`config.mk`:
```
export PLATFORM = sky130hd
export DESIGN_NAME = mux16_rr_arbiter
export DESIGN_NICKNAME = d
export VERILOG_FILES = /design/src/rtl/mux16_rr_arbiter.sv
export SDC_FILE = /design/constraint.sdc
export NUM_CORES = 1
export LEC_CHECK = 0
export ABC_CLOCK_PERIOD_IN_PS = 5050
export BUFFER_PORTS_ARGS = -buffer_cell sky130_fd_sc_hd__buf_4
export CORE_ASPECT_RATIO = 0.5
export CORE_MARGIN = 2
export CORE_UTILIZATION = 61
export DETAILED_ROUTE_END_ITERATION = 8
export PLACE_DENSITY = 0.85
export SYNTH_ARGS = -nofsm -noshare
export SYNTH_HDL_FRONTEND = slang
export SYNTH_SLANG_ARGS = --single-unit
```
`constraint.sdc`:
```
create_clock -name clk -period 5.05 [get_ports clk]
set_input_delay 0.505 -clock clk [delete_from_list [all_inputs] [get_ports clk]]
set_output_delay 0.505 -clock clk [all_outputs]
set_load 0.005 [all_outputs]
```
`src/rtl/mux16_rr_arbiter.sv`:
```
// Round-robin arbiter for a shared 16:1 mux path.
// One grant at a time, bounded by a hold limit.
module mux16_rr_arbiter #(
    parameter int MAX_HOLD = 8
) (
    input  logic        clk,
    input  logic        rst,
    input  logic [15:0] req,
    input  logic        done,
    output logic [3:0]  sel,
    output logic [15:0] gnt,
    output logic        busy,
    output logic        timeout
);

    localparam logic [7:0] HOLD_LAST = 8'(MAX_HOLD - 1);

    typedef enum logic {
        IDLE,
        GRANT
    } state_t;

    state_t     state;
    logic [3:0] ptr;
    logic [7:0] hcnt;

    logic [3:0] win;
    logic       found;
    logic [3:0] idx;

    logic       rel_wd;
    logic       rel_hold;
    logic       rel_any;

    // First requester at or above ptr, wrapping 15 -> 0.
    always_comb begin
        win   = '0;
        found = 1'b0;
        idx   = '0;
        for (int i = 0; i < 16; i++) begin
            idx = ptr + 4'(i);
            if (!found && req[idx]) begin
                win   = idx;
                found = 1'b1;
            end
        end
    end

    assign rel_wd   = ~req[sel];
    assign rel_hold = (hcnt == HOLD_LAST);
    assign rel_any  = done | rel_wd | rel_hold;

    // Grant FSM with registered outputs.
    always_ff @(posedge clk) begin
        if (rst) begin
            state   <= IDLE;
            ptr     <= '0;
            hcnt    <= '0;
            sel     <= '0;
            gnt     <= '0;
            busy    <= 1'b0;
            timeout <= 1'b0;
        end else begin
            timeout <= 1'b0;
            unique case (state)
                IDLE: begin
                    if (found) begin
                        state <= GRANT;
                        sel   <= win;
                        gnt   <= 16'b1 << win;
                        busy  <= 1'b1;
                        hcnt  <= '0;
                    end else begin
                        gnt  <= '0;
                        busy <= 1'b0;
                    end
                end
                GRANT: begin
                    if (rel_any) begin
                        state   <= IDLE;
                        gnt     <= '0;
                        busy    <= 1'b0;
                        ptr     <= sel + 4'd1;
                        timeout <= rel_hold & ~done & ~rel_wd;
                    end else if (hcnt != 8'hFF) begin
                        hcnt <= hcnt + 8'd1;
                    end
                end
            endcase
        end
    end

endmodule

```
# After elaboration in Yosys (flattened, before gate mapping)
# Cells that the tools add are included.
# W data, S select, Z words.
[word_totals]
register_bits = 35
latch_bits = 0
ram_bits = 0
mem_bits_ro = 0
inputBits = 19
wordCells = 168
n_memories = 0
[classes]
add_sub_neg = 17
multipliers = 0
div = 0
n_lt_le_gt_ge = 17
eq_ne = 6
shifts = 1
mux = 78
bitwise = 8
reduce_logical = 34
[ops]
columns = ["cell", "n"]
rows = [
  ["$lt A4 B5 Y1 const B", 17],
  ["$bmux W1 S4", 17],
  ["$mux W4", 16],
  ["$mux W1", 36],
  ["$add A4 B4 Y4 const B", 8],
  ["$mux W16", 2],
  ["$pmux W16 S2", 1],
  ["$mux W8", 3],
  ["$add A4 B3 Y4 const B", 4],
  ["$pmux W8 S2", 1],
  ["$shl A1 B4 Y16 const A", 1],
  ["$logic_and A1 B1 Y1", 15],
  ["$logic_not A1 Y1", 15],
  ["$add A4 B1 Y4 const B", 2],
  ["$add A4 B2 Y4 const B", 2],
  ["$add A8 B1 Y8 const B", 1],
  ["$eq A8 B3 Y1 const B", 1],
  ["$ne A8 B8 Y1 const B", 1],
  ["$ne A2 B1 Y1 const B", 2],
  ["$ne A2 B2 Y1 const B", 2],
  ["$not A1 Y1", 4],
  ["$pmux W1 S2", 2],
  ["$reduce_and A2 Y1", 2],
  ["$reduce_and A3 Y1", 1],
  ["other kinds (3)", 5],
]

# Depth between registers and ports, before layout
# Gate-level depths: netlist of the first run.
[depth]
ltp_word = 51
depth_mapped = 19
depth_no_buf = 12

# Worst setup path after synthesis of the first run
# OpenSTA, ideal clock, no wires.
[synth_timing]
path_kind = "register to register"
from = "register ptr[1]"
to = "register gnt[12]"
setup_ns = 0.117
arrival_ns = 4.489
required_ns = 4.933
setup_slack_ns = 0.444
stages_incl_launch_ff = 19
n_path_buf = 6
synth_period_minus_slack_ns = 4.606
cell_sequence = "dfxtp_1 -> buf_6 -> buf_12 -> buf_2 -> clkbuf_1 -> inv_1 -> ha_1 -> buf_2 -> mux4_2 -> mux2_2 -> a211oi_2 -> nand3_1 -> nor3_2 -> clkbuf_4 -> and2_1 -> o2bb2ai_1 -> and2_4 -> and2_4 -> a32o_1"
[synth_via]
elab_chain_len = 51
[synth_lines]
columns = ["element", "line_no", "text"]
rows = [
  ["start: declaration", "24", "logic [3:0] ptr;"],
  ["start signal: assignment", "83", "ptr <= sel + 4'd1;"],
  ["parallel branches: the longest is 49 deep, another holds $add A4 B1 Y4", "--", ""],
  ["$mux W16 *", "67", "if (found) begin"],
  ["$pmux W16 S2 *", "65", "unique case (state)"],
  ["end signal: assignment", "70", "gnt <= 16'b1 << win;"],
  ["end: declaration", "11", "output logic [15:0] gnt,"],
]
# Mark *: on every way between the ends. The select of a mux whose other input is x is not followed.
# A chain may end at the register's enable or synchronous reset.

# Worst setup path after layout of the first run
[layout_timing]
from = "register ptr[2]"
to = "register gnt[9]"
# The elaborated chain is that of the path after synthesis.

==> flow_metrics.env, run 1 <==
export IMPL_p_sw_share_pct=47.62
export IMPL_gp_routability_congestion=1.049
export IMPL_synth_top_area_share_pct=20.15
export IMPL_cp_endpoint="gnt[9]"
export IMPL_r2r_start="ptr[2]"
export IMPL_root_buffer="clkbuf_16"
export IMPL_coreArea_mm2=0.006621
export IMPL_n_fill_cell=530
export IMPL_cp_max_fo=12
export IMPL_ir_drop_mv=0.3138
export IMPL_ff2ff_path_depth=11
export IMPL_worst_path_stages=11
export IMPL_p_sw_mw=0.9771
export IMPL_synth_avg_cell_area_um2=9.377
export IMPL_hp_class="reg -> reg"
export IMPL_route_vias_total=4066
export IMPL_numPortBuffers=40
export IMPL_wire_per_inst_um=21.50
export IMPL_antenna_cells=0
export IMPL_power_frac_comb_pct=68.4
export IMPL_final_hold_violation_count=0
export IMPL_yosysUniqueCellTypes=80
export IMPL_cts_buffers=5
export IMPL_skew_ns=0.004789
export IMPL_route_met3_wl_um=1599
export IMPL_fin_area_mm2=0.004648
export IMPL_cp_end_kind="flop"
export IMPL_ys_flop_type="dfxtp_1"
export IMPL_rows=21
export IMPL_p_int_mw=1.075
export IMPL_ctsHoldBuffers=0
export IMPL_worstSetupPathType="reg -> reg"
export IMPL_grt_max_degree=35
export IMPL_cap_violations=0
export IMPL_period_share_pct=93.67
export IMPL_asyncSetResetFlopFracSynth_pct=0
export IMPL_antenna_found_initial=0
export IMPL_ys_seq_area_share_pct=16.94
export IMPL_io_pins=41
export IMPL_clk_pin_slew_ns=0.06
export IMPL_ys_top_cells_by_count="nor2_1, mux2i_1, mux4_2, dfxtp_1, nand2_1"
export IMPL_crit_chain="inv_2 -> ha_1 -> mux4_1 -> mux4_2 -> or3_1 -> nor3_2 -> a221o_2 -> nand3_2 -> and2_4 -> nor2_1 -> a32o_1"
export IMPL_slew_violations=0
export IMPL_leakage_nw=1.767
export IMPL_r2r_setup_slack_ns=0.32
export IMPL_utilization_pct=70.20
export IMPL_worst_slew_pin_slew_ns=1.044
export IMPL_hpwl_um=9067
export IMPL_areaGrowthSynthToFinish_pct=12.41
export IMPL_drtAntennaViolNets=0
export IMPL_fp_dieW_um=120.4
export IMPL_die_area_mm2=0.007494
export IMPL_max_stage_delay_ns=0.65
export IMPL_ys_seq_elements=35
export IMPL_setup_violations_final=0
export IMPL_rsz0062_at_grt="no"
export IMPL_drt_pass1_iterations=7
export IMPL_synth_area_mm2=0.004135
export IMPL_critPathTopFamily="simple AND/OR/NAND/NOR gates"
export IMPL_initial_core_util_pct=62.45
export IMPL_cts_sinks=35
export IMPL_drive_gt1_share_pct=28.15
export IMPL_slew_headroom_pct=30.17
export IMPL_grt_first_pass_wirelength_um=19780
export IMPL_start_kind="flop"
export IMPL_finalPower_mw=2.052
export IMPL_fin_ws_ns=0.3198
export IMPL_final_nets=503
export IMPL_dr_max_layer_used="met4"
export IMPL_path_buf_inv=1
export IMPL_seqPwrFrac_pct=17.1
export IMPL_grt_usage_pct=33.45
export IMPL_insertion_delay_ns=0.28
export IMPL_r2r_end="gnt[9]"
export IMPL_yosys_top_cells_area="mux4_2, dfxtp_1, mux2i_1"
export IMPL_met1Wirelength_um=5153
export IMPL_crit_arrival_ns=4.95
export IMPL_viasPerCell=7.158
export IMPL_place_ws_ns=0.3346
export IMPL_crit_path_top_delay_cell="nor3_2"
export IMPL_status="finished, final reports clean"
export IMPL_htreeDepth=2
export IMPL_drt_initial_drc_count=578
export IMPL_wl_met2_um=5136
export IMPL_yosys_warnings=0
export IMPL_clk_path_buf_depth=2
export IMPL_syn_nets=469
export IMPL_clockPowerShare_pct=14.5
export IMPL_finalWirelength_um=12210
export IMPL_max_freq_mhz=211.4
export IMPL_syn_inst=441
export IMPL_dieHeight_um=62.22
export IMPL_cts_tree="built"
export IMPL_dpl_cell_area_mm2=0.004496
export IMPL_yosysMostFrequentCell="nor2_1"
export IMPL_route_detailed_drc=0
export IMPL_grt_overflow=0
export IMPL_post_route_min_period_ns=4.730
export IMPL_p_per_area_mw_per_mm2=441.4
export IMPL_fin_setup_tns_ns=0
export IMPL_critPathRequiredTime_ns=5.27
export IMPL_cp_startpoint="ptr[2]"
export IMPL_yosysTopAreaCell="mux4_2"
export IMPL_grt_pass1_vias=3808
export IMPL_synth_edff_count=0
[cells by family (layout without fill, tap and decap cells)]
family | count (synthesis) | in the layout | synth area share (%)
AO/OA/AOI/OAI | 110 | 110 | 19.33
flip-flops | 35 | 35 | 16.94
AND/OR/NAND/NOR | 139 | 139 | 17.34
buffers and inverters | 35 | 70 | 4.418
XOR/XNOR | 19 | 19 | 4.024
multiplexers | 94 | 94 | 35.22
adder cells (fa/ha/maj) | 9 | 9 | 2.723
[worst register-to-register path, cell delays in order (launching register included)]
cell     delay (ns)
dfxtp_1        0.64
inv_2          0.07
ha_1           0.62
mux4_1         0.42
mux4_2         0.61
or3_1          0.54
nor3_2         0.65
a221o_2        0.34
nand3_2        0.09
and2_4         0.22
nor2_1         0.26
a32o_1         0.20
[power by group through the flow]
| stage | clock network, mW | logic (mW) | registers [mW] |
|---|---|---|---|
| 3_5_place_dp | 0 | 1.34 | 0.356 |
| 3_3_place_gp | 0 | 1.34 | 0.355 |
| 6_report | 0.298 | 1.40 | 0.351 |
| 5_1_grt | 0.315 | 1.50 | 0.356 |
| 2_1_floorplan | 0 | 1.00 | 0.339 |
| 4_1_cts | 0.302 | 1.35 | 0.351 |
[state kept, by name, indices dropped and copies added (netlist names)]
name     flops
ptr          4
state        1
busy         1
timeout      1
gnt         16
hcnt         8
sel          4
[worst min path at each step]
stage	from	end	slack, ns	cells after the start
6_report	gnt[13]	gnt[13]	0.47	1
5_1_grt	hcnt[1]	hcnt[1]	0.49	2
4_1_cts	gnt[13]	gnt[13]	0.47	1
3_5_place_dp	gnt[13]	gnt[13]	0.46	1
3_3_place_gp	gnt[13]	gnt[13]	0.46	1
2_1_floorplan	hcnt[1]	hcnt[1]	0.45	2
[per-stage QoR]
step,hold slack (ns),instances
5_1_grt,0.4883,568
4_1_cts,0.4733,568
3_3_place_gp,0.4581,560
2_1_floorplan,0.4492,441
3_5_place_dp,0.4604,560
6_report,0.4671,568
[layout make-up]
type	count	area [um2]	share of cell area (%)
well taps	92	115.1	2.476
inverters	10	37.54	0.8075
repair buffers	52	390.4	8.398
clock inverters	3	20.02	0.4307
multi-input cells	371	3259	70.12
flip-flops and latches	35	700.7	15.07
clock buffers	5	125.1	2.692
[per-layer routing]
metal | track usage (%) | vias to the layer above
met4 | 11.48 | 0
met3 | 9.467 | 34
met1 | 47.95 | 1956
met2 | 48.45 | 265
met5 | 0 | -
li1 | - | 1811
[cells in the final DEF (no fill, tap or decap), drive strengths merged, types with 9 or more instances in the layout]
cell type	instances
buf	52
nor2	43
mux2i	39
mux4	39
dfxtp	35
nand2	30
o21ai	21
a21oi	18
mux2	16
xnor2	13
a22o	12
nand3	12
a211oi	11
nor3	10
ha	9
inv	9
[repair_timing]
action,CTS,global route
buffers inserted,0,0
setup endpoints to repair,0,14
gates resized for setup,0,1
No activity file was read; power rests on OpenSTA's default activity.
==> inputs of run 2 (changes only) <==
--- a/config.mk
+++ b/config.mk
@@ -8,7 +8,7 @@
 export ABC_CLOCK_PERIOD_IN_PS = 5050
 export BUFFER_PORTS_ARGS = -buffer_cell sky130_fd_sc_hd__buf_4
 export CORE_ASPECT_RATIO = 0.5
-export CORE_MARGIN = 2
+export CORE_MARGIN = 10
 export CORE_UTILIZATION = 61
 export DETAILED_ROUTE_END_ITERATION = 8
 export PLACE_DENSITY = 0.85
==> constraint.sdc (replaced) <==
create_clock -name clk -period 5.05 [get_ports clk]
set_input_delay 1.01 -clock clk [delete_from_list [all_inputs] [get_ports clk]]
set_output_delay 1.01 -clock clk [all_outputs]
set_load 0.005 [all_outputs]
==> run 2 against run 1 <==
Compared with the run above:
- clock-buffer cell count stayed put
- largest power group unchanged
- worst hold slack better by 0.0063 ns
- die area is 42% higher
==> flow_metrics.env, run 2 (synthesis gave the netlist of run 1 again) <==
export IMPL_grt_overflow=0
export IMPL_gp_routability_congestion=1.015
export IMPL_r2r_start="ptr[1]"
export IMPL_clk_pin_slew_ns=0.06
export IMPL_regMostFlops="gnt"
export IMPL_rows=21
export IMPL_worst_slew_pin_slew_ns=1.008
export IMPL_cp_max_fo=34
export IMPL_insertion_delay_ns=0.28
export IMPL_leakage_nw=1.758
export IMPL_post_cts_setup_buffers=0
export IMPL_path_buf_inv=1
export IMPL_finalPower_mw=2.041
export IMPL_rsz0062_at_grt="no"
export IMPL_seqPwrFrac_pct=17.4
export IMPL_drt_pass1_iterations=5
export IMPL_post_route_min_period_ns=4.648
export IMPL_min_from="hcnt[1]"
export IMPL_hold_slack_ns=0.4733
export IMPL_cts_buffers=5
export IMPL_crit_path_top_delay_cell="mux4_2"
export IMPL_cap_violations=0
export IMPL_die_area_mm2=0.01067
export IMPL_hp_class="reg -> reg"
export IMPL_reg_top3="gnt (16), hcnt (8)"
export IMPL_cp_end_kind="flop"
export IMPL_p_per_area_mw_per_mm2=440.2
export IMPL_critPathRequiredTime_ns=5.22
export IMPL_areaGrowthSynthToFinish_pct=12.10
export IMPL_numPortBuffers=40
export IMPL_worstSetupPathType="reg -> reg"
export IMPL_coreArea_mm2=0.006621
export IMPL_setup_violations_final=0
export IMPL_final_cell_mix="buf_4, nor2_1, mux2i_1"
export IMPL_crit_chain="buf_4 -> ha_1 -> a21oi_1 -> xnor2_1 -> mux4_2 -> or4b_1 -> nor4_2 -> a21oi_1 -> nand2b_1 -> a21oi_1 -> and3_1 -> a22o_1"
export IMPL_r2r_setup_slack_ns=0.40
export IMPL_ff2ff_path_depth=12
export IMPL_drt_initial_drc_count=588
export IMPL_ctsHoldBuffers=0
export IMPL_fin_ws_ns=0.4016
export IMPL_drtAntennaViolNets=0
export IMPL_n_fill_cell=507
export IMPL_cts_sinks=35
export IMPL_fin_setup_tns_ns=0
export IMPL_htreeDepth=2
export IMPL_period_share_pct=92.05
export IMPL_route_detailed_drc=0
export IMPL_r2r_end="gnt[4]"
export IMPL_hpwl_um=9456
export IMPL_io_pins=41
export IMPL_route_vias_total=4088
export IMPL_clk_path_buf_depth=2
export IMPL_layout_commonest_cell="buf_4"
export IMPL_dieHeight_um=78.22
export IMPL_antenna_found_initial=0
export IMPL_cts_tree="built"
export IMPL_power_frac_comb_pct=67.8
export IMPL_hold_depth=2
export IMPL_start_kind="flop"
export IMPL_cp_common_cell="a21oi_1"
export IMPL_critPathTopFamily="simple AND/OR/NAND/NOR gates"
export IMPL_drive_gt1_share_pct=28.00
export IMPL_viasPerCell=7.210
export IMPL_min_to="hcnt[1]"
export IMPL_grt_usage_pct=23.97
export IMPL_final_hold_violation_count=0
export IMPL_ir_drop_mv=0.3182
export IMPL_root_buffer="clkbuf_16"
export IMPL_status="finished, final reports clean"
export IMPL_finalWirelength_um=12660
export IMPL_antenna_cells=0
export IMPL_grt_max_degree=35
export IMPL_initial_core_util_pct=62.45
export IMPL_place_ws_ns=0.4387
export IMPL_slew_headroom_pct=32.81
export IMPL_final_nets=502
export IMPL_p_int_mw=1.070
export IMPL_seq_area_um2=700.7
export IMPL_fp_dieW_um=136.4
export IMPL_crit_arrival_ns=4.82
export IMPL_max_stage_delay_ns=0.72
export IMPL_multi_input_area_mm2=0.003254
export IMPL_slew_violations=0
export IMPL_p_sw_mw=0.9706
export IMPL_max_freq_mhz=215.1
export IMPL_p_sw_share_pct=47.56
export IMPL_wire_per_inst_um=22.32
export IMPL_grt_first_pass_wirelength_um=21050
export IMPL_grt_pass1_vias=3993
export IMPL_largest_reg_flops=16
export IMPL_skew_ns=0.005907
export IMPL_clockPowerShare_pct=14.8
==> run 2: changes by cell type in the layout (fill, tap and decap cells not counted), sizes merged <==
cell  delta
buf      -1
==> run 2: stage by stage <==
step / std cells / utilization, % / cell area (um2)
finish: 567 / 70.01 / 4636
global placement: 559 / 67.78 / 4488
global route: 567 / 70.01 / 4636
detailed placement: 559 / 67.78 / 4488
floorplan: 441 / - / 4135
CTS: 567 / 69.97 / 4633
==> run 2: tightest hold or removal path, cell delays in order, from the launching register on <==
cell,delay [ns]
dfxtp_1,0.32
nand2_1,0.06
a21oi_1,0.05
==> run 2: power by group through the flow <==
stage	Sequential (mW)	Combinational (mW)	Clock [mW]
after floorplan	0.339	1.00	0
after global placement	0.356	1.30	0
after detailed placement	0.358	1.33	0
after CTS	0.353	1.34	0.304
after global routing	0.360	1.48	0.315
final	0.354	1.38	0.302
==> run 2: area by class of cell <==
type | instances | share of cell area [%]
Clock buffer | 5 | 2.699
Sequential cell | 35 | 15.11
Inverter | 10 | 0.8097
Multi-Input combinational cell | 371 | 70.20
Timing Repair Buffer | 51 | 8.259
Clock inverter | 3 | 0.4318
Tap cell | 92 | 2.483
==> run 2: worst max path at each step <==
stage / from / slack, ns / cells after the start / end
4_1_cts: ptr[0] / 0.41 / 11 / gnt[4]
6_report: ptr[1] / 0.40 / 12 / gnt[4]
5_1_grt: ptr[1] / 0.04 / 12 / gnt[4]
2_1_floorplan: ptr[1] / 0.44 / 18 / gnt[12]
3_5_place_dp: ptr[0] / 0.44 / 11 / gnt[4]
3_3_place_gp: ptr[0] / 0.51 / 11 / gnt[1]
==> run 2: repair_timing <==
| action | 4_1_cts | 5_1_grt |
|---|---|---|
| endpoints found under the setup margin | 0 | 1 |
| gates resized for setup | 0 | 1 |
| hold endpoints to repair | 0 | 0 |
==> run 2: routing by layer <==
metal,vias up,share of wire (%),track usage [%]
met1,1928,39,32.29
met4,0,3.4,8.774
met5,-,0,0
li1,1812,-,-
met2,291,44,36.25
met3,57,14,6.290
